`src/rtl/fp_to_gp_share_arbiter_pkg.sv`:
```
// Types shared by the FP-to-GP share arbiter, its ownership FIFO and the requesters:
// operation/id types, the per-requester request bundle and the requester count.
package fp_to_gp_share_arbiter_pkg;

    localparam int ID_W                    = 3;
    localparam int FLOPOCO_W               = 34;
    localparam int FP_TO_GP_ARB_REQUESTERS = 2;

    typedef logic [ID_W-1:0] id_t;

    typedef enum logic [2:0] {
        FPCVT_W_OP,
        FPCVT_WU_OP,
        FPMV_X_W_OP,
        FPEQ_OP,
        FPLT_OP,
        FPLE_OP,
        FPCLASS_OP
    } fp_to_gp_op_t;

    typedef struct packed {
        fp_to_gp_op_t         op;
        logic [FLOPOCO_W-1:0] rs1;
        logic [FLOPOCO_W-1:0] rs2;
        id_t                  id;
    } fp_to_gp_arb_req_t;

endpackage

```
`src/rtl/fp_to_gp_share_arbiter_own_fifo.sv`:
```
// Ownership FIFO: one bit per in-flight operation naming the requester that issued it.
// Pointers carry an extra wrap bit so full and empty are distinguishable at equal indices.
module fp_to_gp_arb_own_fifo #(
    parameter int DEPTH = 2
) (
    input  logic clk,
    input  logic rst,
    input  logic push_i,
    input  logic owner_i,
    input  logic pop_i,
    output logic full_o,
    output logic empty_o,
    output logic head_o
);
    localparam int AW = $clog2(DEPTH);

    logic [AW:0]      wr_ptr_q, wr_ptr_d;
    logic [AW:0]      rd_ptr_q, rd_ptr_d;
    logic [DEPTH-1:0] owner_q;
    logic             do_push;
    logic             do_pop;

    assign empty_o = (wr_ptr_q == rd_ptr_q);
    assign full_o  = (wr_ptr_q[AW] != rd_ptr_q[AW]) && (wr_ptr_q[AW-1:0] == rd_ptr_q[AW-1:0]);
    assign head_o  = owner_q[rd_ptr_q[AW-1:0]];

    // A pop frees the head slot at the same edge, so a push into a full FIFO is safe then.
    assign do_pop   = pop_i && !empty_o;
    assign do_push  = push_i && (!full_o || do_pop);
    assign wr_ptr_d = wr_ptr_q + (AW+1)'(do_push);
    assign rd_ptr_d = rd_ptr_q + (AW+1)'(do_pop);

    // NOTE: state registers use non-blocking assignments so every flop samples
    // pre-edge values regardless of block ordering.
    always_ff @(posedge clk) begin
        if (rst) begin
            wr_ptr_q <= '0;
            rd_ptr_q <= '0;
        end else begin
            wr_ptr_q <= wr_ptr_d;
            rd_ptr_q <= rd_ptr_d;
        end
    end

    // NOTE: the storage has no reset; its contents are never read while the
    // pointers say empty, so clearing it would only cost reset fan-out.
    always_ff @(posedge clk) begin
        if (do_push) begin
            owner_q[wr_ptr_q[AW-1:0]] <= owner_i;
        end
    end

endmodule

```
`src/rtl/fp_to_gp_share_arbiter.sv`:
```
// Round-robin share of one FP-to-GP unit between two issue sources, with in-order writeback
// routing. Define FP_TO_GP_ARB_STATS_EN to add saturating grant/conflict counters.
module fp_to_gp_share_arbiter
    import fp_to_gp_share_arbiter_pkg::*;
#(
    parameter int OWN_DEPTH = 2
) (
    input  logic                 clk,
    input  logic                 rst,
    input  logic [1:0]           req_valid,
    output logic [1:0]           req_ready,
    input  fp_to_gp_op_t         req_op  [FP_TO_GP_ARB_REQUESTERS],
    input  logic [FLOPOCO_W-1:0] req_rs1 [FP_TO_GP_ARB_REQUESTERS],
    input  logic [FLOPOCO_W-1:0] req_rs2 [FP_TO_GP_ARB_REQUESTERS],
    input  id_t                  req_id  [FP_TO_GP_ARB_REQUESTERS],
    output logic                 unit_new_request,
    input  logic                 unit_ready,
    output fp_to_gp_op_t         unit_op,
    output logic [FLOPOCO_W-1:0] unit_rs1,
    output logic [FLOPOCO_W-1:0] unit_rs2,
    output id_t                  unit_id,
    input  logic                 unit_done,
    input  id_t                  unit_wb_id,
    input  logic [31:0]          unit_rd,
    output logic                 unit_ack,
    output logic [1:0]           rsp_done,
    output id_t                  rsp_id,
    output logic [31:0]          rsp_rd,
    input  logic [1:0]           rsp_ack
`ifdef FP_TO_GP_ARB_STATS_EN
    ,
    output logic [31:0]          stat_grants0,
    output logic [31:0]          stat_grants1,
    output logic [31:0]          stat_conflicts
`endif
);
    fp_to_gp_arb_req_t req [FP_TO_GP_ARB_REQUESTERS];
    fp_to_gp_arb_req_t sel_req;
    logic [1:0]        grant;
    logic              prio_q, prio_d;
    logic              can_issue;
    logic              fifo_full, fifo_empty, fifo_head;
    logic              rsp_active;
    logic              wb_pop;

    always_comb begin
        for (int i = 0; i < FP_TO_GP_ARB_REQUESTERS; i++) begin
            req[i] = '{op: req_op[i], rs1: req_rs1[i], rs2: req_rs2[i], id: req_id[i]};
        end
    end

    assign can_issue = !rst && unit_ready && !fifo_full;

    // NOTE: every output of a combinational block gets a default first, so no
    // path through the branches can leave it unassigned and infer a latch.
    always_comb begin
        grant = 2'b00;
        if (can_issue) begin
            if (&req_valid) begin
                grant[prio_q] = 1'b1;
            end else begin
                grant = req_valid;
            end
        end
    end

    // Priority passes to whichever requester did not just win.
    always_comb begin
        prio_d = prio_q;
        if (grant[0]) begin
            prio_d = 1'b1;
        end else if (grant[1]) begin
            prio_d = 1'b0;
        end
    end

    always_ff @(posedge clk) begin
        if (rst) begin
            prio_q <= 1'b0;
        end else begin
            prio_q <= prio_d;
        end
    end

    assign sel_req          = req[grant[1]];
    assign req_ready        = grant;
    assign unit_new_request = |grant;
    assign unit_op          = sel_req.op;
    assign unit_rs1         = sel_req.rs1;
    assign unit_rs2         = sel_req.rs2;
    assign unit_id          = sel_req.id;

    fp_to_gp_arb_own_fifo #(
        .DEPTH (OWN_DEPTH)
    ) u_own_fifo (
        .clk     (clk),
        .rst     (rst),
        .push_i  (|grant),
        .owner_i (grant[1]),
        .pop_i   (wb_pop),
        .full_o  (fifo_full),
        .empty_o (fifo_empty),
        .head_o  (fifo_head)
    );

    // Results return in issue order, so the FIFO head names the owner of the current writeback.
    assign rsp_active = !rst && !fifo_empty;
    assign rsp_done   = (unit_done && rsp_active) ? (2'b01 << fifo_head) : 2'b00;
    assign rsp_id     = unit_wb_id;
    assign rsp_rd     = unit_rd;
    assign unit_ack   = rsp_active && rsp_ack[fifo_head];
    assign wb_pop     = unit_done && unit_ack;

    wb_has_owner: assert property (@(posedge clk) disable iff (rst) unit_done |-> !fifo_empty);

`ifdef FP_TO_GP_ARB_STATS_EN
    logic [31:0] stat_grants0_q, stat_grants1_q, stat_conflicts_q;

    always_ff @(posedge clk) begin
        if (rst) begin
            stat_grants0_q   <= '0;
            stat_grants1_q   <= '0;
            stat_conflicts_q <= '0;
        end else begin
            if (grant[0] && (stat_grants0_q != '1)) begin
                stat_grants0_q <= stat_grants0_q + 32'd1;
            end
            if (grant[1] && (stat_grants1_q != '1)) begin
                stat_grants1_q <= stat_grants1_q + 32'd1;
            end
            if ((&req_valid) && (stat_conflicts_q != '1)) begin
                stat_conflicts_q <= stat_conflicts_q + 32'd1;
            end
        end
    end

    assign stat_grants0   = stat_grants0_q;
    assign stat_grants1   = stat_grants1_q;
    assign stat_conflicts = stat_conflicts_q;
`endif

endmodule

```
`config.mk`:
```
export PLATFORM = sky130hd
export DESIGN_NAME = fp_to_gp_share_arbiter
export DESIGN_NICKNAME = d
export VERILOG_FILES = /design/src/rtl/fp_to_gp_share_arbiter_pkg.sv /design/src/rtl/fp_to_gp_share_arbiter_own_fifo.sv /design/src/rtl/fp_to_gp_share_arbiter.sv
export SDC_FILE = /design/constraint.sdc
export NUM_CORES = 1
export LEC_CHECK = 0
export BUFFER_PORTS_ARGS = -buffer_cell sky130_fd_sc_hd__buf_4
export CAP_MARGIN = 10
export CORE_AREA = 2 2 118 120
export CTS_CLUSTER_SIZE = 28
export DETAILED_ROUTE_END_ITERATION = 10
export DIE_AREA = 0 0 120 122
export GPL_ROUTABILITY_DRIVEN = 0
export GPL_TIMING_DRIVEN = 0
export HOLD_SLACK_MARGIN = 0.15
export PLACE_DENSITY = 0.4
export SLEW_MARGIN = 25
export SYNTH_ARGS = -nofsm -noshare
export SYNTH_HDL_FRONTEND = slang
export SYNTH_SLANG_ARGS = --single-unit
export TNS_END_PERCENT = 5
```
`constraint.sdc`:
```
create_clock -name clk -period 3.5 [get_ports clk]
set_input_delay 0 -clock clk [delete_from_list [all_inputs] [get_ports clk]]
set_output_delay 0 -clock clk [all_outputs]
set_load 0.02 [all_outputs]
```
### Word level (Yosys, flattened, before mapping)

Index checks and enable logic that the tools add are counted.

| operators by class | value |
|---|---|
| muxes and demuxes | 17 |
| equal/unequal tests | 3 |
| div/mod/pow operators | 0 |
| reduce and logical (&&, ||, !) cells | 18 |
| bitwise gates (word level) | 1 |
| magnitude comparators | 7 |
| shift-type cells | 1 |
| add/sub/neg operators | 2 |
| multiply operators | 0 |

Operators by type and width:

| kind | number |
|---|---|
| two-way mux 74 bit | 3 |
| logical AND 1 bit | 11 |
| less-than comparator 1 x 2 -> 1 bit (second input constant) | 4 |
| two-way mux 1 bit | 8 |
| two-way mux 2 bit | 3 |
| adder 2 x 1 -> 2 bit | 2 |
| logical NOT 1 bit | 3 |
| bitwise mux 2 bit | 1 |
| demux 1 bit (select 1 bit) | 2 |
| equality test 2 bit | 1 |
| >= comparator 1 bit (second input constant) | 2 |
| >= comparator 2 bit (second input constant) | 1 |
| NOT 1 -> 2 bit | 1 |
| AND reduction 2 bit | 1 |
| nonzero test 2 bit | 1 |
| OR reduction 2 bit | 1 |
| << shifter 1 x 1 -> 2 bit (first input constant) | 1 |
| equality test 1 bit | 1 |
| logical OR 1 bit | 1 |
| != test 1 bit | 1 |

| word-level totals | value |
|---|---|
| input bits | 191 |
| memory bits (writable) | 0 |
| logic and storage cells | 53 |
| memories | 0 |
| register bits | 7 |
| output and inout port bits | 115 |
| ROM bits | 0 |
| bits in latches | 0 |

### Logic depth before layout (Yosys ltp)

| logic depth | value |
|---|---|
| depth after elaboration | 10 |
| gate-level depth with buffers | 6 |
| gate-level depth less buffers | 6 |

### Hierarchy

A second synthesis with hierarchy kept.

| second synthesis, totals | value |
|---|---|
| cells, all modules | 159 |
| area total of the unflattened synthesis | 1778.0 sq um |

Modules (own cells, without submodules):

| module | times used | seq. area each (sq um) | area each (sq um) | cells an instance |
|---|---|---|---|---|
| fp_to_gp_share_arbiter | 1 | 20.0 | 1496.4 | 135 |
| fp_to_gp_arb_own_fifo | 1 | 140.1 | 281.5 | 24 |

### Worst setup path before layout

OpenSTA, ideal clock, no wires.

| path | value |
|---|---|
| kind | reg-to-output |
| start | register u_own_fifo.rd_ptr_q[0] |
| end | output port unit_rs1[10] |
| cell stages (with the launch flop) | 6 |
| path buffers | 2 |
| arrival time | 1537 ps |
| required time | 3500 ps |
| slack | 1963 ps |
| cells stage by stage | dfxtp_1 -> xnor2_1 -> a211oi_2 -> buf_6 -> buf_6 -> mux2_1 |

| between the ends | value |
|---|---|
| longest elaborated chain between the ends | 9 |

Ends and longest elaborated chain:

| item | RTL line | text |
|---|---|---|
| start, declared | fp_to_gp_share_arbiter_own_fifo.sv:18 | `logic [AW:0] rd_ptr_q, rd_ptr_d;` |
| start signal, assigned | fp_to_gp_share_arbiter_own_fifo.sv:41 | `rd_ptr_q <= rd_ptr_d;` |
| equality test 1 bit | fp_to_gp_share_arbiter_own_fifo.sv:24 | `assign full_o = (wr_ptr_q[AW] != rd_ptr_q[AW]) && (wr_ptr_q[AW-1:0] == rd_ptr_q[AW-1:0]);` |
| logical AND 1 bit | fp_to_gp_share_arbiter_own_fifo.sv:24 |  |
| logical NOT 1 bit | fp_to_gp_share_arbiter.sv:52 | `assign can_issue = !rst && unit_ready && !fifo_full;` |
| logical AND 1 bit | fp_to_gp_share_arbiter.sv:52 |  |
| two-way mux 2 bit | fp_to_gp_share_arbiter.sv:58 | `if (can_issue) begin` |
| via u_own_fifo.owner_i | fp_to_gp_share_arbiter_own_fifo.sv:9 | `input logic owner_i,` |
| NOT 1 -> 2 bit (not written as such) | fp_to_gp_share_arbiter.sv:85 | `assign sel_req = req[grant[1]];` |
| two-way mux 74 bit (not written as such) (3 in a row) | fp_to_gp_share_arbiter.sv:85 |  |
| end, declared | fp_to_gp_share_arbiter.sv:19 | `output logic [FLOPOCO_W-1:0] unit_rs1,` |

The timed path passes the listed nets, and every way through them passes these cells. The select of a mux whose other input is x is not followed.

### Worst setup path in the final report

| path | value |
|---|---|
| start | input port rst |
| end | output port unit_rs2[22] |

| between the ends | value |
|---|---|
| longest elaborated chain between the ends | 8 |

Ends and longest elaborated chain:

| item | RTL line | text |
|---|---|---|
| start, declared | fp_to_gp_share_arbiter.sv:9 | `input logic rst,` |
| logical NOT 1 bit | fp_to_gp_share_arbiter.sv:52 |  |
| logical AND 1 bit (2 in a row) | fp_to_gp_share_arbiter.sv:52 |  |
| two-way mux 2 bit | fp_to_gp_share_arbiter.sv:58 |  |
| NOT 1 -> 2 bit (not written as such) | fp_to_gp_share_arbiter.sv:85 |  |
| two-way mux 74 bit (not written as such) (3 in a row) | fp_to_gp_share_arbiter.sv:85 |  |
| end, declared | fp_to_gp_share_arbiter.sv:20 | `output logic [FLOPOCO_W-1:0] unit_rs2,` |

Every way passes these cells. The select of a mux whose other input is x is not followed.

==> flow_summary.yaml <==
status:
  status: "finished clean"
power_and_ir_drop:
  total_power_mw: 0.781
  seq_power_share: 0.115
  switching_share: 0.331
  intPower_mw: 0.522
  power_density_nw_per_um2: 198
  clockPowerShare: 0.255
  p_sw_mw: 0.259
  pwr-share-comb: 0.630
  max-vdd-ir-drop_mv: 0.170
  p_leak_nw: 2.03
die:
  die_y_um: 122
  rows: 43
  core_area_sq_um: 13500
  initial_core_util: 0.119
  die_area_sq_um: 14600
  ios: 306
  dieWidth_um: 120
cts:
  clkSlewWorstSetupHoldPaths_ps: 40
  cts_buffers: 3
  clock_sinks: 7
  cts_root_buffer: "clkbuf_16"
  post_cts_buffers: 0
  cts_resized: 0
  tritoncts: "built"
  clk_latency_ps: 240
  h-tree-depth: 1
  postCtsHoldBufs: 1
  cts_max_path_buffers: 2
synth:
  yosys.area.top_type: "mux2_1"
  synth_area_leaders: "mux2_1 38%, buf_4 17%, mux2_2 14%, dfxtp_1 6.2%, buf_6 4.2%"
  synthCells: 160
  avgSynthCellArea_sq_um: 10.1
  ys_seq_area_frac: 0.0995
  ys_types: 25
  yosys_warnings: 0
  synth_edf_count: 2
  synth_top_cell_area_share: 0.378
  ys_ff_latch: 7
  yosysMostFrequentCell: "mux2_1"
  async_reset_ff_frac: 0
  syn_nets: 354
  synthTopCellsByCount: "54 x mux2_1, 37 x buf_4, 20 x mux2_2"
  yosys_most_used_dff: "dfxtp_1"
  netlist_area_sq_um: 1610
timing:
  layout_min_cycle_time_ps: 2150
  worst_slack_ps: 1350
  timing.final.crit_share: 0.613
  finalHoldViolations: 0
  clock_skew_ps: 2.20
  max_freq_ghz: 0.466
  finalHoldWorstSlack_ps: 189
  fin_setup_tns_ps: 0
  rsz0062_at_grt: "false"
  relSlewSlack: 0.696
  setup_viol: 0
  final_max_slew_viol_count: 0
  tightest_slew_ps: 453
drt:
  drc: 0
  drt-total-wl_um: 9010
  vias_per_cell: 3.55
  dr.pass1.iters: 3
  drt_iter0_drc: 27
  wire_per_inst_um: 14.6
  drtAntennaViolNets: 0
  vias: 2184
final_layout:
  syn2layout_area_growth_pct: 145
  fin_nets: 630
  nFillCells: 1483
  seqCellArea_sq_um: 160
  n_antenna_cell: 0
  drive_gt1_frac: 0.784
  multiInputGateArea_sq_um: 1090
worst_setup_path:
  crit_type: "in -> out"
  cp-end-kind: "output pin"
  critPathLaunchType: "primary input"
  worst_ep_arrival_time_ps: 2150
  crit_fanout: 10
  required_ps: 3500
global_route:
  grt_max_degree: 13
  gr-total-overflow: 0
  grt_pass1_wl_um: 12200
  antenna_found_initial: 0
  grt_pass1_vias: 2057
  grt.total_usage: 0.108
placed_design:
  io_buffers: 270
  dp_hpwl_um: 8110
  dp_slack_ps: 1580
job:
  drv_cap: 0
worst_hold_path:
  hold_class: "in -> reg"
==> flip-flops by register name, summed over array words and instances (netlist names) <==
| register | cells |
|---|---|
| u_own_fifo.rd_ptr_q | 2 |
| u_own_fifo.wr_ptr_q | 2 |
| prio_q | 1 |
| u_own_fifo.owner_q | 2 |
==> worst max-delay path, cell delays in order <==
cell,delay (ps)
dlygate4sd3_1,540
buf_4,160
nand3b_1,180
a211oi_2,280
buf_6,220
buf_6,170
mux2_1,400
buf_4,180
==> logic make-up (layout without fill, tap and decap cells) <==
logic type      after synthesis  count (layout)  synth area share
simple gates                 15              15            0.0575
compound gates                8               8            0.0350
fa+ha+maj                     3               3            0.0233
mux                          76              76             0.530
xor+xnor                      5               5            0.0319
flops                         7               7            0.0995
buf+inv                      46             321             0.223
==> layout by cell type (no fill, tap or decap), types with 2 or more instances in the layout <==
cell type	count
a21oi_1	3
and3_1	2
and3b_1	2
buf_2	2
buf_4	307
buf_6	6
clkbuf_16	3
dfxtp_1	5
edfxtp_1	2
ha_1	3
mux2_1	54
mux2_2	20
mux2i_1	2
nand2b_1	2
nor2_1	3
nor2b_1	3
o21a_1	2
xnor2_1	4
==> final timing paths <==
kind	startpoint	end	slack [ps]	cells past startpoint
worst max register to register	u_own_fifo.rd_ptr_q[0]	u_own_fifo.rd_ptr_q[0]	1800	5
worst min-delay path	unit_ready	prio_q	190	4
worst min register to register	prio_q	prio_q	510	2
worst max-delay path	rst	unit_rs2[22]	1350	8
==> metrics by stage <==
stage	instance area, sq um	cells	utilization
floorplan	1610	160	-
global placement	3860	610	0.286
detailed placement	3860	610	0.286
CTS	3950	615	0.293
global route	3950	615	0.293
finish	3950	615	0.293
==> layer usage <==
layer | track usage | routed length [um] | vias up
met4 | 0.0176 | 48 | 0
met5 | 0 | 0 | -
met3 | 0.0206 | 643 | 5
met1 | 0.126 | 3380 | 1000
li1 | - | - | 1079
met2 | 0.206 | 4940 | 100
==> power by group through the flow <==
| stage | Sequential, mW | Combinational, mW | Clock [mW] |
|---|---|---|---|
| 2_1_floorplan | 0.0904 | 0.223 | 0 |
| 3_3_place_gp | 0.0909 | 0.496 | 0 |
| 3_5_place_dp | 0.0910 | 0.497 | 0 |
| 4_1_cts | 0.0897 | 0.500 | 0.204 |
| 5_1_grt | 0.0901 | 0.523 | 0.210 |
| 6_report | 0.0897 | 0.492 | 0.199 |
==> final cells by class <==
class,count,share of cell area
well taps,180,0.0570
multi-input cells,107,0.276
clock buffers,4,0.0199
flip-flops and latches,7,0.0405
plain buffers,45,0.0899
repair buffers,271,0.516
inverters,1,0.000950
Power figures use the tool's default switching activity.
